$ cat src/rtl/nes_bus_pkg.sv
// Shared CPU-bus definitions: arbiter state encodings, bus owner ids and bus widths.
package nes_bus_pkg;

    localparam int A_W = 16;
    localparam int D_W = 8;

    localparam logic [2:0] ST_CPU_OWN  = 3'd0;
    localparam logic [2:0] ST_DRAIN    = 3'd1;
    localparam logic [2:0] ST_HCI_IDLE = 3'd2;
    localparam logic [2:0] ST_HCI_ACC  = 3'd3;
    localparam logic [2:0] ST_RELEASE  = 3'd4;

    localparam logic OWNER_CPU = 1'b0;
    localparam logic OWNER_HCI = 1'b1;

    // The CPU drives the bus only in CPU_OWN; every other state presents the hci latch.
    function automatic logic bus_owner(input logic [2:0] st);
        return (st == ST_CPU_OWN) ? OWNER_CPU : OWNER_HCI;
    endfunction

endpackage

$ cat src/rtl/sat_cnt.sv
// Generic saturating up-counter with synchronous clear (clear wins over increment).
module sat_cnt #(
    parameter int W = 16
) (
    input  logic         clk_i,
    input  logic         nrst_i,
    input  logic         clr_i,
    input  logic         inc_i,
    output logic [W-1:0] cnt_o
);

    logic [W-1:0] cnt_q;
    logic [W-1:0] cnt_d;

    // Next count: clear, else increment until all ones, then hold.
    always_comb begin
        cnt_d = cnt_q;
        if (clr_i)
            cnt_d = '0;
        else if (inc_i && (cnt_q != {W{1'b1}}))
            cnt_d = cnt_q + 1'b1;
    end

    // Counter register, synchronous active-low reset.
    always_ff @(posedge clk_i) begin
        if (!nrst_i)
            cnt_q <= '0;
        else
            cnt_q <= cnt_d;
    end

    assign cnt_o = cnt_q;

endmodule

$ cat src/rtl/cpumc_arb.sv
// CPU memory bus arbiter: rp2a03 is the default owner, the hci debug port gets the bus
// only after the CPU is stalled and drained, and each hci strobe makes exactly one bus
// access so side-effecting PPU registers fire once.
// Optional feature macro CPUMC_ARB_STALL_CNT_EN adds stall_cnt_out (CPU stall cycle count).
module cpumc_arb
    import nes_bus_pkg::*;
#(
    parameter int READ_LAT  = 1,
    parameter int DRAIN_CYC = 1
) (
    input  logic           clk_in,
    input  logic           nrst_in,
    input  logic [A_W-1:0] cpu_a_in,
    input  logic           cpu_r_nw_in,
    input  logic [D_W-1:0] cpu_d_in,
    output logic           cpu_rdy_out,
    output logic [D_W-1:0] cpu_d_out,
    input  logic           hci_req_in,
    input  logic           hci_stb_in,
    input  logic [A_W-1:0] hci_a_in,
    input  logic           hci_r_nw_in,
    input  logic [D_W-1:0] hci_d_in,
    output logic           hci_gnt_out,
    output logic           hci_ack_out,
    output logic [D_W-1:0] hci_d_out,
    output logic [A_W-1:0] mc_a_out,
    output logic           mc_r_nw_out,
    output logic [D_W-1:0] mc_d_out,
    input  logic [D_W-1:0] mc_d_in
`ifdef CPUMC_ARB_STALL_CNT_EN
    ,
    output logic [15:0]    stall_cnt_out
`endif
);

    // Last cycle index of the drain wait and of a read access (both count from 0).
    localparam logic [7:0] DRAIN_LAST = 8'(DRAIN_CYC - 1);
    localparam logic [7:0] RD_LAST    = 8'(READ_LAT - 1);

    logic [2:0]     state_q, state_d;
    logic [7:0]     cnt_q,   cnt_d;
    logic [A_W-1:0] a_q,     a_d;
    logic           rnw_q,   rnw_d;
    logic [D_W-1:0] wd_q,    wd_d;
    logic [D_W-1:0] rd_q,    rd_d;
    logic           ack_q,   ack_d;
    logic           acc_done;

    // A write occupies one ACC cycle; a read holds its address for READ_LAT cycles
    // and samples mc_d_in at the end of the last one.
    assign acc_done = rnw_q ? (cnt_q == RD_LAST) : 1'b1;

    // Ownership FSM and access latch next-state.
    always_comb begin
        state_d = state_q;
        cnt_d   = cnt_q;
        a_d     = a_q;
        rnw_d   = rnw_q;
        wd_d    = wd_q;
        rd_d    = rd_q;
        ack_d   = 1'b0;
        case (state_q)
            ST_CPU_OWN: begin
                if (hci_req_in) begin
                    state_d = ST_DRAIN;
                    cnt_d   = '0;
                end
            end
            ST_DRAIN: begin
                if (!hci_req_in)
                    state_d = ST_RELEASE;
                else if (cnt_q == DRAIN_LAST)
                    state_d = ST_HCI_IDLE;
                else
                    cnt_d = cnt_q + 8'd1;
            end
            ST_HCI_IDLE: begin
                // A strobe in the same cycle as a request drop is still honoured.
                if (hci_stb_in) begin
                    a_d     = hci_a_in;
                    rnw_d   = hci_r_nw_in;
                    wd_d    = hci_d_in;
                    cnt_d   = '0;
                    state_d = ST_HCI_ACC;
                end else if (!hci_req_in) begin
                    state_d = ST_RELEASE;
                end
            end
            ST_HCI_ACC: begin
                // Strobes are ignored here; a request drop takes effect after the ack.
                if (acc_done) begin
                    ack_d = 1'b1;
                    if (rnw_q)
                        rd_d = mc_d_in;
                    state_d = hci_req_in ? ST_HCI_IDLE : ST_RELEASE;
                end else begin
                    cnt_d = cnt_q + 8'd1;
                end
            end
            ST_RELEASE: state_d = ST_CPU_OWN;
            default:    state_d = ST_CPU_OWN;
        endcase
    end

    // State and latch registers; reset abandons any pending access without an ack.
    always_ff @(posedge clk_in) begin
        if (!nrst_in) begin
            state_q <= ST_CPU_OWN;
            cnt_q   <= '0;
            a_q     <= '0;
            rnw_q   <= 1'b1;
            wd_q    <= '0;
            rd_q    <= '0;
            ack_q   <= 1'b0;
        end else begin
            state_q <= state_d;
            cnt_q   <= cnt_d;
            a_q     <= a_d;
            rnw_q   <= rnw_d;
            wd_q    <= wd_d;
            rd_q    <= rd_d;
            ack_q   <= ack_d;
        end
    end

    // Bus mux: only the HCI_ACC cycle of a write may drive r_nw low outside CPU_OWN.
    always_comb begin
        if (bus_owner(state_q) == OWNER_CPU) begin
            mc_a_out    = cpu_a_in;
            mc_r_nw_out = cpu_r_nw_in;
            mc_d_out    = cpu_d_in;
        end else begin
            mc_a_out    = a_q;
            mc_r_nw_out = !((state_q == ST_HCI_ACC) && !rnw_q);
            mc_d_out    = wd_q;
        end
    end

    assign cpu_rdy_out = (state_q == ST_CPU_OWN);
    assign hci_gnt_out = (state_q == ST_HCI_IDLE) || (state_q == ST_HCI_ACC);
    assign hci_ack_out = ack_q;
    assign hci_d_out   = rd_q;
    assign cpu_d_out   = mc_d_in;

`ifdef CPUMC_ARB_STALL_CNT_EN
    logic req_q;

    // Previous request level, for rising-edge clear of the stall counter.
    always_ff @(posedge clk_in) begin
        if (!nrst_in)
            req_q <= 1'b0;
        else
            req_q <= hci_req_in;
    end

    sat_cnt #(.W(16)) u_stall_cnt (
        .clk_i  (clk_in),
        .nrst_i (nrst_in),
        .clr_i  (hci_req_in & ~req_q),
        .inc_i  (~cpu_rdy_out),
        .cnt_o  (stall_cnt_out)
    );
`endif

endmodule

$ cat config.mk
export PLATFORM = sky130hd
export DESIGN_NAME = cpumc_arb
export DESIGN_NICKNAME = d
export VERILOG_FILES = /design/src/rtl/nes_bus_pkg.sv /design/src/rtl/sat_cnt.sv /design/src/rtl/cpumc_arb.sv
export SDC_FILE = /design/constraint.sdc
export NUM_CORES = 1
export LEC_CHECK = 0
export CORE_UTILIZATION = 37
export CTS_CLUSTER_SIZE = 28
export DETAILED_ROUTE_END_ITERATION = 8
export PLACE_DENSITY_LB_ADDON = 0.2
export REMOVE_ABC_BUFFERS = 1
export SLEW_MARGIN = 20
export SYNTH_ARGS = -nofsm -noshare
export SYNTH_HDL_FRONTEND = slang
export SYNTH_SLANG_ARGS = --single-unit
$ cat constraint.sdc
create_clock -name clk_in -period 1.75 [get_ports clk_in]
set_input_delay 0.35 -clock clk_in [delete_from_list [all_inputs] [get_ports clk_in]]
set_output_delay 0.35 -clock clk_in [all_outputs]
set_load 0.02 [all_outputs]
[Word-level counts from Yosys, hierarchy flattened]
Index checks and enable logic that the tools add are counted.
Cells by class
  $add $sub $neg: 1
  equality and inequality tests: 11
  multiplexer cells: 19
  reduce and logical (&&, ||, !) cells: 12
Operators by type and width (count)
  $mux 8: 6
  $pmux 8 s4: 1
  $mux 3: 7
  $mux 16: 1
  $pmux 3 s4: 1
  $ne 2x2->1 const B: 5
  $add 8x1->8 const B: 1
  $logic_not 8->1: 1
  $eq 3x2->1 const B: 2
  $ne 3x3->1 const B: 2
  $reduce_and 6->1: 1
  $reduce_and 2->1: 2
  $reduce_and 4->1: 1
  $reduce_bool 4->1: 1
  $eq 3x1->1 const B: 1
  $logic_not 3->1: 1
  $mux 1: 3
  $reduce_and 3->1: 1
  $logic_not 1->1: 2
  $ne 2x1->1 const B: 1
  $logic_and 1x1->1: 1
  $logic_or 1x1->1: 1
Word-level totals
  register bits after elaboration: 45
  input port bits: 62
  output and inout port bits: 44
  logic and storage cells: 50

[Logic depth before layout (Yosys ltp)]
Gate-level depths: netlist (run 1).
  word-level depth: 4
  mapped depth: 7
  depth with buffers taken out: 6

[Least setup slack after synthesis (run 1)]
No wires, ideal clock.
  path kind: flip-flop to output port
  start: register state_q[1]
  end: output port mc_a_out[10]
  data arrival time: 1.571 ns
  data required time: 1.400 ns
  slack: -0.171 ns
  stages on the path, launching flop included: 5
  path through: dfxtp_1 -> buf_1 -> nor3_2 -> buf_2 -> mux2_2
On the way
  word-level cells in the longest chain between the ends: 2
Ends and longest elaborated chain
  start: declaration: RTL line cpumc_arb.sv:40  | logic [2:0] state_q, state_d;
  start signal: assignment: RTL line cpumc_arb.sv:116  | state_q <= state_d;
  $logic_not 3->1
  named net cpu_rdy_out: RTL line cpumc_arb.sv:16  | output logic cpu_rdy_out,
  $mux 16: RTL line cpumc_arb.sv:128  | if (bus_owner(state_q) == OWNER_CPU) begin
  end: declaration: RTL line cpumc_arb.sv:26  | output logic [A_W-1:0] mc_a_out,
The timed path passes the listed nets, and every way through them passes these cells.

[Final worst setup path (run 1)]
  start: register state_q[2]
  end: output port mc_a_out[8]
On the way
  word-level cells in the longest chain between the ends: 2
Ends and longest elaborated chain
  $logic_not 3->1: RTL line nes_bus_pkg.sv:18  | return (st == ST_CPU_OWN) ? OWNER_CPU : OWNER_HCI;
  $mux 16: RTL line cpumc_arb.sv:128
Every way passes these cells.

==> results of run 1 <==
==> timing repair <==
item | in CTS | in global routing
buffers inserted | 3 | 1
gates cloned | 2 | 0
pin swaps | 5 | 10
gates resized for setup | 124 | 107
setup endpoints to repair | 54 | 45
==> report_power, final <==
part / total, mW / internal, mW / leakage (nW) / switching (mW)
clock network: 0.667 / 0.314 / 0.0443 / 0.353
logic: 0.729 / 0.438 / 1.21 / 0.291
registers: 1.05 / 1.04 / 0.365 / 0.00959
total: 2.44 / 1.79 / 1.62 / 0.653
==> synth_stat cells (4+ instances only) <==
cell      count  area share
buf_2         4      0.0089
mux2i_1       9       0.040
nor2_1        5      0.0084
mux2_2       25        0.13
o21ai_0       6       0.013
nor2b_1      11       0.031
nand2_1      56       0.094
a21boi_0     25       0.084
nand3_1      13       0.029
clkbuf_1     10       0.017
dfxtp_1      45        0.40
buf_4         8       0.027
==> routing by layer <==
| metal | wire length, um | vias up |
|---|---|---|
| met2 | 3290 | 86 |
| met5 | 0 | - |
| met3 | 418 | 6 |
| met1 | 2710 | 1000 |
| li1 | - | 1104 |
| met4 | 71 | 0 |
==> kinds of logic after synthesis <==
kind of cell / after synthesis / share of synthesized area
simple gates: 100 / 0.211
flops: 45 / 0.401
compound gates: 44 / 0.144
mux: 34 / 0.165
buf+inv: 27 / 0.0640
fa+ha+maj: 2 / 0.0111
xor+xnor: 1 / 0.00390
==> registers in the layout (all words and copies together), names as in the netlist <==
name	flops
state_q	3
a_q	16
hci_d_out	8
rnw_q	1
wd_q	8
hci_ack_out	1
cnt_q	8
==> worst min path at each step <==
stage,slack (ns),startpoint,end
final,0.47,a_q[0],a_q[0]
after global routing,0.50,a_q[1],a_q[1]
after CTS,0.47,a_q[0],a_q[0]
after detailed placement,0.46,a_q[0],a_q[0]
after global placement,0.45,a_q[1],a_q[1]
after floorplan,0.42,nrst_in,rnw_q
==> tightest hold or removal path: cells and delay by family (launching register included) <==
kind            cells  cell delay [ns]
simple gates        1             0.05
flops               1             0.31
compound gates      1             0.06
==> cell type report <==
cell class / instances / area, um2 / area share
Clock buffer: 7 / 86.3 / 0.0223
Timing Repair Buffer: 141 / 1390 / 0.359
Multi-Input combinational cell: 181 / 1390 / 0.359
Inverter: 3 / 11.3 / 0.00290
Sequential cell: 45 / 905 / 0.233
Tap cell: 75 / 93.8 / 0.0242
==> impl_metrics.csv, run 1 <==
group,metric,value,unit
run_status,outcome,"finished, violations left",
run_status,violations,"negative setup slack",
synthesis,ys_warn_count,0,
critical_path,crit_path_end_kind,"output port",
critical_path,worstPathMaxFanout,6,
sta,period_share,1.12,
critical_path,cpLargestDelayFamily,"buffers and inverters",
drt,ant_nets,0,
sta,rsz0062_at_grt,"true",
critical_path,crit_type,"flip-flop to output port",
sta,tightest_slew,0.323,ns
finish,layout_commonest_cell,"clkdlybuf4s50_1",
critical_path,r2r-start,"cnt_q[1]",
critical_path,slowest_delay,0.34,ns
critical_path,worstRegToRegCells,8,
critical_path,path_cells,"nor3_4, buf_6, buf_8, mux2_4, buf_6",
finish,drive_above_1_share,0.313,
critical_path,crit_required,1.40,ns
die,start_util,0.382,
cts,holdBufCountCts,0,
critical_path,r2r_end,"state_q[1]",
drt,drt_iter0_drc,43,
sta,min_period,1.96,ns
sta,skew,0.00444,ns
finish,layout_common_cells,"70 x clkdlybuf4s50_1, 55 x nand2_1, 42 x dfxtp_1, 29 x buf_6, 27 x buf_4",
grt,grt_pass1_vias,2056,
sta,holdWs,0.466,ns
synthesis,synth-edff-count,0,
place,io_buffer_count,105,
synthesis,avgSynthCellArea,8.88,um2
critical_path,startpoint,"state_q[2]",
synthesis,synth-async-reset-ratio,0,
grt,grt_first_pass_wirelength,9850,um
place,dpl_cell_area,3510,um2
power,p_leak,1.62,nW
finish,finish.instance_area,3880,um2
die,dieArea,6390,um2
grt,grt_busiest_layer,"met2",
sta,hold_violations,0,
sta,drv_slew,0,
die,rows,28,
job,cap_violations,0,
place,dp_hpwl,4260,um
cts,cts_tree,"yes",
grt,globalRouteMet2Util,0.346,
synthesis,synth_cell_types,38,
critical_path,path_depth,5,
min_path,hold_path_class,"flip-flop to flip-flop",
synthesis,ys_seq_elements,45,
sta,setup_viol,39,
drt,detail_route.wl_per_cell,14.4,um
drt,via_per_inst,4.86,
critical_path,start_kind,"flip-flop",
min_path,min_path_cells,2,
grt,track_usage,0.201,
finish,stdcell_count,452,
critical_path,worst-path-buf-inv,3,
grt,grt_max_degree,39,
cts,numCtsBuffers,5,
cts,htree_num_levels,2,
drt,num_vias,2196,
critical_path,path_common_cell,"buf_6",
die,die_height,79.9,um
drt,dr.pass1.iters,4,
cts,clk_pin_slew,0.08,ns
cts,clock-sinks,45,
sta,finalSetupTns,-5.34,ns
grt,antenna_found_initial,0,
drt,routed_wl,6490,um
synthesis,synth_area,2250,um2
grt,globalRouteMet1Util,0.241,
cts,worstSkewPairLatency,0.30,ns
grt,globalRouteOverflowTotal,0,
die,fp.dieW,79.9,um
finish,syn_to_final_growth,72.6,%
place,gp_congestion,0.884,
critical_path,cp.arrival,1.61,ns
power,p_per_area,630,nW/um2
die,io_pins,106,
finish,fillers,485,
synthesis,synth_ff_type,"dfxtp_1",
drt,post-route-drc-count,0,
critical_path,r2r_slack,-0.09,ns
power,total_power,2.44,mW
finish,num_antenna_cells,0,
cts,root_buffer,"clkbuf_8",
place,dp_cells,440,
finish,final_util,0.659,
grt,use_met3,0.0503,
synthesis,synthCells,253,
sta,fmax,509,MHz
place,dp_worst_setup_slack,-0.330,ns
sta,slew_headroom,0.785,
critical_path,cp-endpoint,"mc_a_out[8]",
critical_path,cpMaxStageDelayCell,"dfxtp_2",
finish,layout.nets,441,
power,ir_drop,0.372,mV
die,core_area,5890,um2
cts,clockBufferDepth,2,
synthesis,synth_seq_area_share,0.401,
sta,fin_ws,-0.213,ns
Power figures use the tool's default switching activity.
==> run 2, diff against run 1 <==
--- a/config.mk
+++ b/config.mk
@@ -10,7 +10,7 @@
 export DETAILED_ROUTE_END_ITERATION = 8
 export PLACE_DENSITY_LB_ADDON = 0.2
 export REMOVE_ABC_BUFFERS = 1
-export SLEW_MARGIN = 20
+export SKIP_CTS_REPAIR_TIMING = 1
 export SYNTH_ARGS = -nofsm -noshare
 export SYNTH_HDL_FRONTEND = slang
 export SYNTH_SLANG_ARGS = --single-unit
==> run 2 against run 1 <==
Compared with the run above: setup slack got worse by 0.011 ns; die area did not move; power is 4.3% lower; count of clock-buffer cells in the layout stayed put; worst hold slack got worse by 0.0023 ns; clock skew barely moved; combinational power shrank 15%; first-iteration DRC count up 33%; final area decreased by 3.3%; register-to-register slack better by 0.02 ns; critical path type unchanged; the run still ends with negative setup slack left; critical path depth unchanged.
==> impl_metrics.csv, run 2 (synthesis results as in run 1) <==
group,metric,value,unit
run_status,outcome,"finished, violations left",
run_status,violations,"negative setup slack",
cts,htree_num_levels,2,
critical_path,crit_type,"flip-flop to output port",
power,total_power,2.34,mW
place,dpl_cell_area,3510,um2
sta,drv_slew,0,
finish,top_register,"a_q",
drt,post-route-drc-count,0,
min_path,min_from,"a_q[0]",
sta,rsz0062_at_grt,"true",
drt,drt_iter0_drc,57,
sta,period_share,1.13,
grt,globalRouteOverflowTotal,0,
critical_path,startpoint,"state_q[2]",
critical_path,start_kind,"flip-flop",
die,rows,28,
cts,clk_pin_slew,0.08,ns
die,fp.dieW,79.9,um
critical_path,worstPathMaxFanout,7,
finish,largest_reg_flops,16,
sta,fin_ws,-0.224,ns
power,power_frac_comb,0.265,
critical_path,crit_path_end_kind,"output port",
finish,layout_commonest_cell,"clkdlybuf4s50_1",
drt,routed_wl,6190,um
sta,hold_violations,0,
critical_path,cp.arrival,1.62,ns
finish,stdcell_count,451,
grt,globalRouteMet2Util,0.342,
power,power_frac_seq,0.448,
cts,clockBufferDepth,2,
drt,dr.pass1.iters,4,
critical_path,r2r_slack,-0.07,ns
critical_path,worst-path-buf-inv,3,
critical_path,worstRegToRegCells,7,
finish,layout.nets,440,
place,dp_hpwl,4260,um
place,io_buffer_count,105,
drt,num_vias,2180,
min_path,min_path_cells,2,
place,gp_congestion,0.884,
power,ir_drop,0.336,mV
power,p_leak,1.60,nW
sta,skew,0.00401,ns
power,p_per_area,623,nW/um2
cts,worstSkewPairLatency,0.30,ns
die,core_area,5890,um2
critical_path,r2r_end,"hci_d_out[2]",
sta,min_period,1.97,ns
place,dp_worst_setup_slack,-0.330,ns
drt,detail_route.wl_per_cell,13.7,um
critical_path,path_depth,5,
cts,clock-sinks,45,
power,p_sw,0.626,mW
finish,layout_common_cells,"70 x clkdlybuf4s50_1, 55 x nand2_1, 40 x dfxtp_1, 24 x a21boi_0, 24 x buf_4",
die,start_util,0.382,
die,io_pins,106,
critical_path,cpLargestDelayFamily,"buffers and inverters",
grt,grt_busiest_layer,"met2",
finish,syn_to_final_growth,66.9,%
job,cap_violations,0,
grt,grt_first_pass_wirelength,9580,um
critical_path,crit_required,1.40,ns
grt,antenna_found_initial,0,
place,dp_cells,440,
power,clkPwrFrac,0.287,
critical_path,path_cells,"nor3_4, buf_6, buf_8, mux2_2, buf_2",
die,dieArea,6390,um2
grt,globalRouteMet1Util,0.230,
drt,ant_nets,0,
critical_path,slowest_delay,0.34,ns
grt,use_met3,0.0491,
cts,root_buffer,"clkbuf_8",
sta,tightest_slew,0.321,ns
sta,slew_headroom,0.786,
finish,finish.instance_area,3750,um2
drt,via_per_inst,4.83,
finish,drive_above_1_share,0.306,
min_path,hold_path_class,"flip-flop to flip-flop",
critical_path,cpMaxStageDelayCell,"dfxtp_2",
cts,numCtsBuffers,5,
critical_path,r2r-start,"cnt_q[1]",
sta,setup_viol,34,
power,switching_share,0.268,
grt,grt_max_degree,39,
min_path,min_to,"a_q[0]",
grt,track_usage,0.195,
cts,cts_tree,"yes",
sta,finalSetupTns,-4.77,ns
finish,num_antenna_cells,0,
sta,fmax,507,MHz
power,p_int,1.71,mW
grt,grt_pass1_vias,2031,
die,die_height,79.9,um
-- run 2: worst register-to-register path, delay by kind of cell, from the launching register on --
kind | cells | cell delay [ns]
AND/OR/NAND/NOR | 3 | 0.89
buffers and inverters | 2 | 0.22
adder cells (fa/ha/maj) | 1 | 0.13
flip-flops | 1 | 0.33
multiplexers | 1 | 0.14
-- run 2: final cells by class --
| type | count | area [um2] |
|---|---|---|
| flip-flops and latches | 45 | 907 |
| well taps | 75 | 93.8 |
| inverters | 3 | 11.3 |
| fillers | 513 | 2130 |
| repair buffers | 140 | 1330 |
| multi-input cells | 181 | 1320 |
| clock buffers | 7 | 86.3 |
-- run 2: metal layers --
metal  routed length, um  vias up
li1                    -     1104
met1                2590      997
met2                3110       73
met3                 415        6
met4                  77        0
met5                   0        -
-- run 2: worst max-delay path by stage --
stage | slack (ns) | end
after floorplan | -0.69 | mc_a_out[0]
after global placement | -0.29 | mc_r_nw_out
after detailed placement | -0.33 | mc_r_nw_out
after CTS | -0.60 | mc_a_out[8]
after global routing | -0.27 | mc_a_out[0]
final | -0.22 | mc_a_out[14]
-- run 2: through the flow --
step                      utilization  hold slack, ns
after global routing            0.637           0.496
after detailed placement        0.597           0.456
after global placement          0.597           0.449
after floorplan                     -           0.422
after CTS                       0.611           0.468
final                           0.637           0.464
-- run 2: power groups by stage --
stage	sequential (mW)	combinational (mW)	clock, mW
4_1_cts	1.05	0.610	0.673
5_1_grt	1.05	0.660	0.720
3_5_place_dp	1.07	0.606	0
2_1_floorplan	1.07	0.233	0
3_3_place_gp	1.07	0.597	0
6_report	1.05	0.620	0.670
==> run 3, diff against run 2 <==
--- a/config.mk
+++ b/config.mk
@@ -8,6 +8,7 @@
 export CORE_UTILIZATION = 37
 export CTS_CLUSTER_SIZE = 28
 export DETAILED_ROUTE_END_ITERATION = 8
+export GPL_TIMING_DRIVEN = 0
 export PLACE_DENSITY_LB_ADDON = 0.2
 export REMOVE_ABC_BUFFERS = 1
 export SKIP_CTS_REPAIR_TIMING = 1
==> run 3 against run 2 <==
Compared with the run above: setup slack got worse by 0.068 ns; largest power group unchanged; worst hold slack improved by 0.00065 ns; global-route usage decreased by 1.7 points; power increased by 3.6%; clock skew increased by 0.00071 ns; the run still ends with negative setup slack left; die area unchanged; first-iteration DRC count increased by 60%; sequential power about the same; non-clock buffer count decreased by 24; clock power increased by 20%; largest cell class is now multi-input gates.
==> impl_metrics.csv, run 3 (synthesis results as in run 1) <==
group,metric,value,unit
grt,antenna_found_initial,0,
sta,skew,0.00472,ns
grt,track_usage,0.178,
place,gp_congestion,0.767,
die,start_util,0.382,
sta,slew_headroom,0.666,
die,dieArea,6390,um2
cts,clock-sinks,45,
finish,finish.instance_area,3500,um2
grt,globalRouteOverflowTotal,0,
die,die_height,79.9,um
sta,rsz0062_at_grt,"true",
grt,grt_first_pass_wirelength,8890,um
sta,fmax,490,MHz
power,total_power,2.42,mW
drt,drt_iter0_drc,91,
place,io_buffer_count,105,
place,dp_worst_setup_slack,-1.33,ns
sta,setup_viol,42,
sta,min_period,2.04,ns
place,dp_hpwl,3840,um
finish,drive_above_1_share,0.241,
drt,post-route-drc-count,0,
cts,cts_tree,"yes",
sta,tightest_slew,0.501,ns
cts,root_buffer,"clkbuf_8",
finish,fillers,523,
sta,fin_ws,-0.291,ns
cts,htree_num_levels,2,
drt,ant_nets,0,
power,ir_drop,0.337,mV
finish,largest_reg_flops,16,
critical_path,cpMaxStageDelayCell,"dfxtp_4",
finish,top_register,"a_q",
cts,clockBufferDepth,2,
critical_path,crit_path_end_kind,"output port",
finish,layout.nets,416,
finish,layout_common_cells,"69 x clkdlybuf4s50_1, 55 x nand2_1, 40 x dfxtp_1, 24 x a21boi_0, 17 x mux2_2",
die,io_pins,106,
grt,grt_pass1_vias,1864,
finish,num_antenna_cells,0,
die,rows,28,
power,p_leak,1.48,nW
drt,via_per_inst,4.89,
power,p_per_area,691,nW/um2
run_status,violations,"negative setup slack",
drt,dr.pass1.iters,6,
critical_path,start_kind,"flip-flop",
drt,routed_wl,5800,um
cts,worstSkewPairLatency,0.29,ns
finish,final_util,0.595,
place,dpl_cell_area,3290,um2
run_status,outcome,"finished, violations left",
finish,layout_commonest_cell,"clkdlybuf4s50_1",
sta,hold_violations,0,
die,fp.dieW,79.9,um
grt,grt_max_degree,40,
cts,clk_pin_slew,0.08,ns
critical_path,crit_type,"flip-flop to output port",
finish,syn_to_final_growth,55.8,%
sta,finalSetupTns,-7.16,ns
job,cap_violations,0,
sta,drv_slew,0,
min_path,hold_path_class,"flip-flop to flip-flop",
critical_path,slowest_delay,0.38,ns
critical_path,crit_required,1.40,ns
critical_path,path_cells,"nor3_4, buf_8, mux2_2, buf_2",
drt,detail_route.wl_per_cell,13.5,um
critical_path,cp.arrival,1.69,ns
critical_path,worstPathMaxFanout,16,
die,core_area,5890,um2
drt,num_vias,2091,
sta,period_share,1.17,
cts,numCtsBuffers,5,
[run 3: cell types whose count changed in the layout (fill, tap and decap cells not counted), moves of 2 or more]
| cell | before | now |
|---|---|---|
| buf_8 | 3 | 1 |
| dfxtp_2 | 5 | 2 |
| buf_6 | 16 | 12 |
| a21oi_1 | 0 | 2 |
| nand3_2 | 5 | 1 |
| dfxtp_4 | 0 | 3 |
| o21ai_0 | 3 | 5 |
| buf_4 | 24 | 6 |
| o21ai_1 | 3 | 1 |
| clkbuf_2 | 9 | 6 |
| buf_2 | 7 | 11 |
| nand3_1 | 8 | 12 |
| a21oi_2 | 2 | 0 |
[run 3: final timing paths]
| path | cells after the start | startpoint | endpoint | slack, ns |
|---|---|---|---|---|
| max | 4 | state_q[1] | mc_a_out[11] | -0.29 |
| min | 2 | a_q[12] | a_q[12] | 0.46 |
| max reg2reg | 6 | cnt_q[0] | hci_d_out[4] | -0.10 |
| min reg2reg | 2 | a_q[12] | a_q[12] | 0.46 |
[run 3: cell type report]
| class | count | area (um2) | area share |
|---|---|---|---|
| Clock buffer | 7 | 86.3 | 0.0247 |
| Clock inverter | 1 | 30.0 | 0.00857 |
| Inverter | 3 | 11.3 | 0.00322 |
| Multi-Input combinational cell | 181 | 1260 | 0.360 |
| Sequential cell | 45 | 915 | 0.261 |
| Tap cell | 75 | 93.8 | 0.0268 |
| Timing Repair Buffer | 116 | 1100 | 0.315 |
[run 3: critical path, delay by kind of cell (launching register included)]
kind | cells | cell delay [ns]
buf+inv | 2 | 0.37
flops | 1 | 0.38
mux | 1 | 0.35
simple gates | 1 | 0.29
[run 3: report_power, final]
part | switching, mW | leakage (nW) | total (mW) | internal [mW]
registers | 0.0152 | 0.366 | 1.05 | 1.03
logic | 0.245 | 1.05 | 0.570 | 0.325
clock network | 0.336 | 0.0585 | 0.802 | 0.466
[run 3: routing by layer]
metal | wire (um) | global-route usage | part of all wire
met1 | 2580 | 0.224 | 0.44
met2 | 2820 | 0.303 | 0.49
met3 | 343 | 0.0411 | 0.059
met4 | 58 | 0.0518 | 0.010
met5 | 0 | 0 | 0
[run 3: metrics by stage]
| stage | hold slack [ns] | std cells |
|---|---|---|
| after floorplan | 0.422 | 229 |
| after global placement | 0.453 | 409 |
| after detailed placement | 0.461 | 410 |
| after CTS | 0.473 | 418 |
| after global routing | 0.496 | 428 |
| final | 0.464 | 428 |
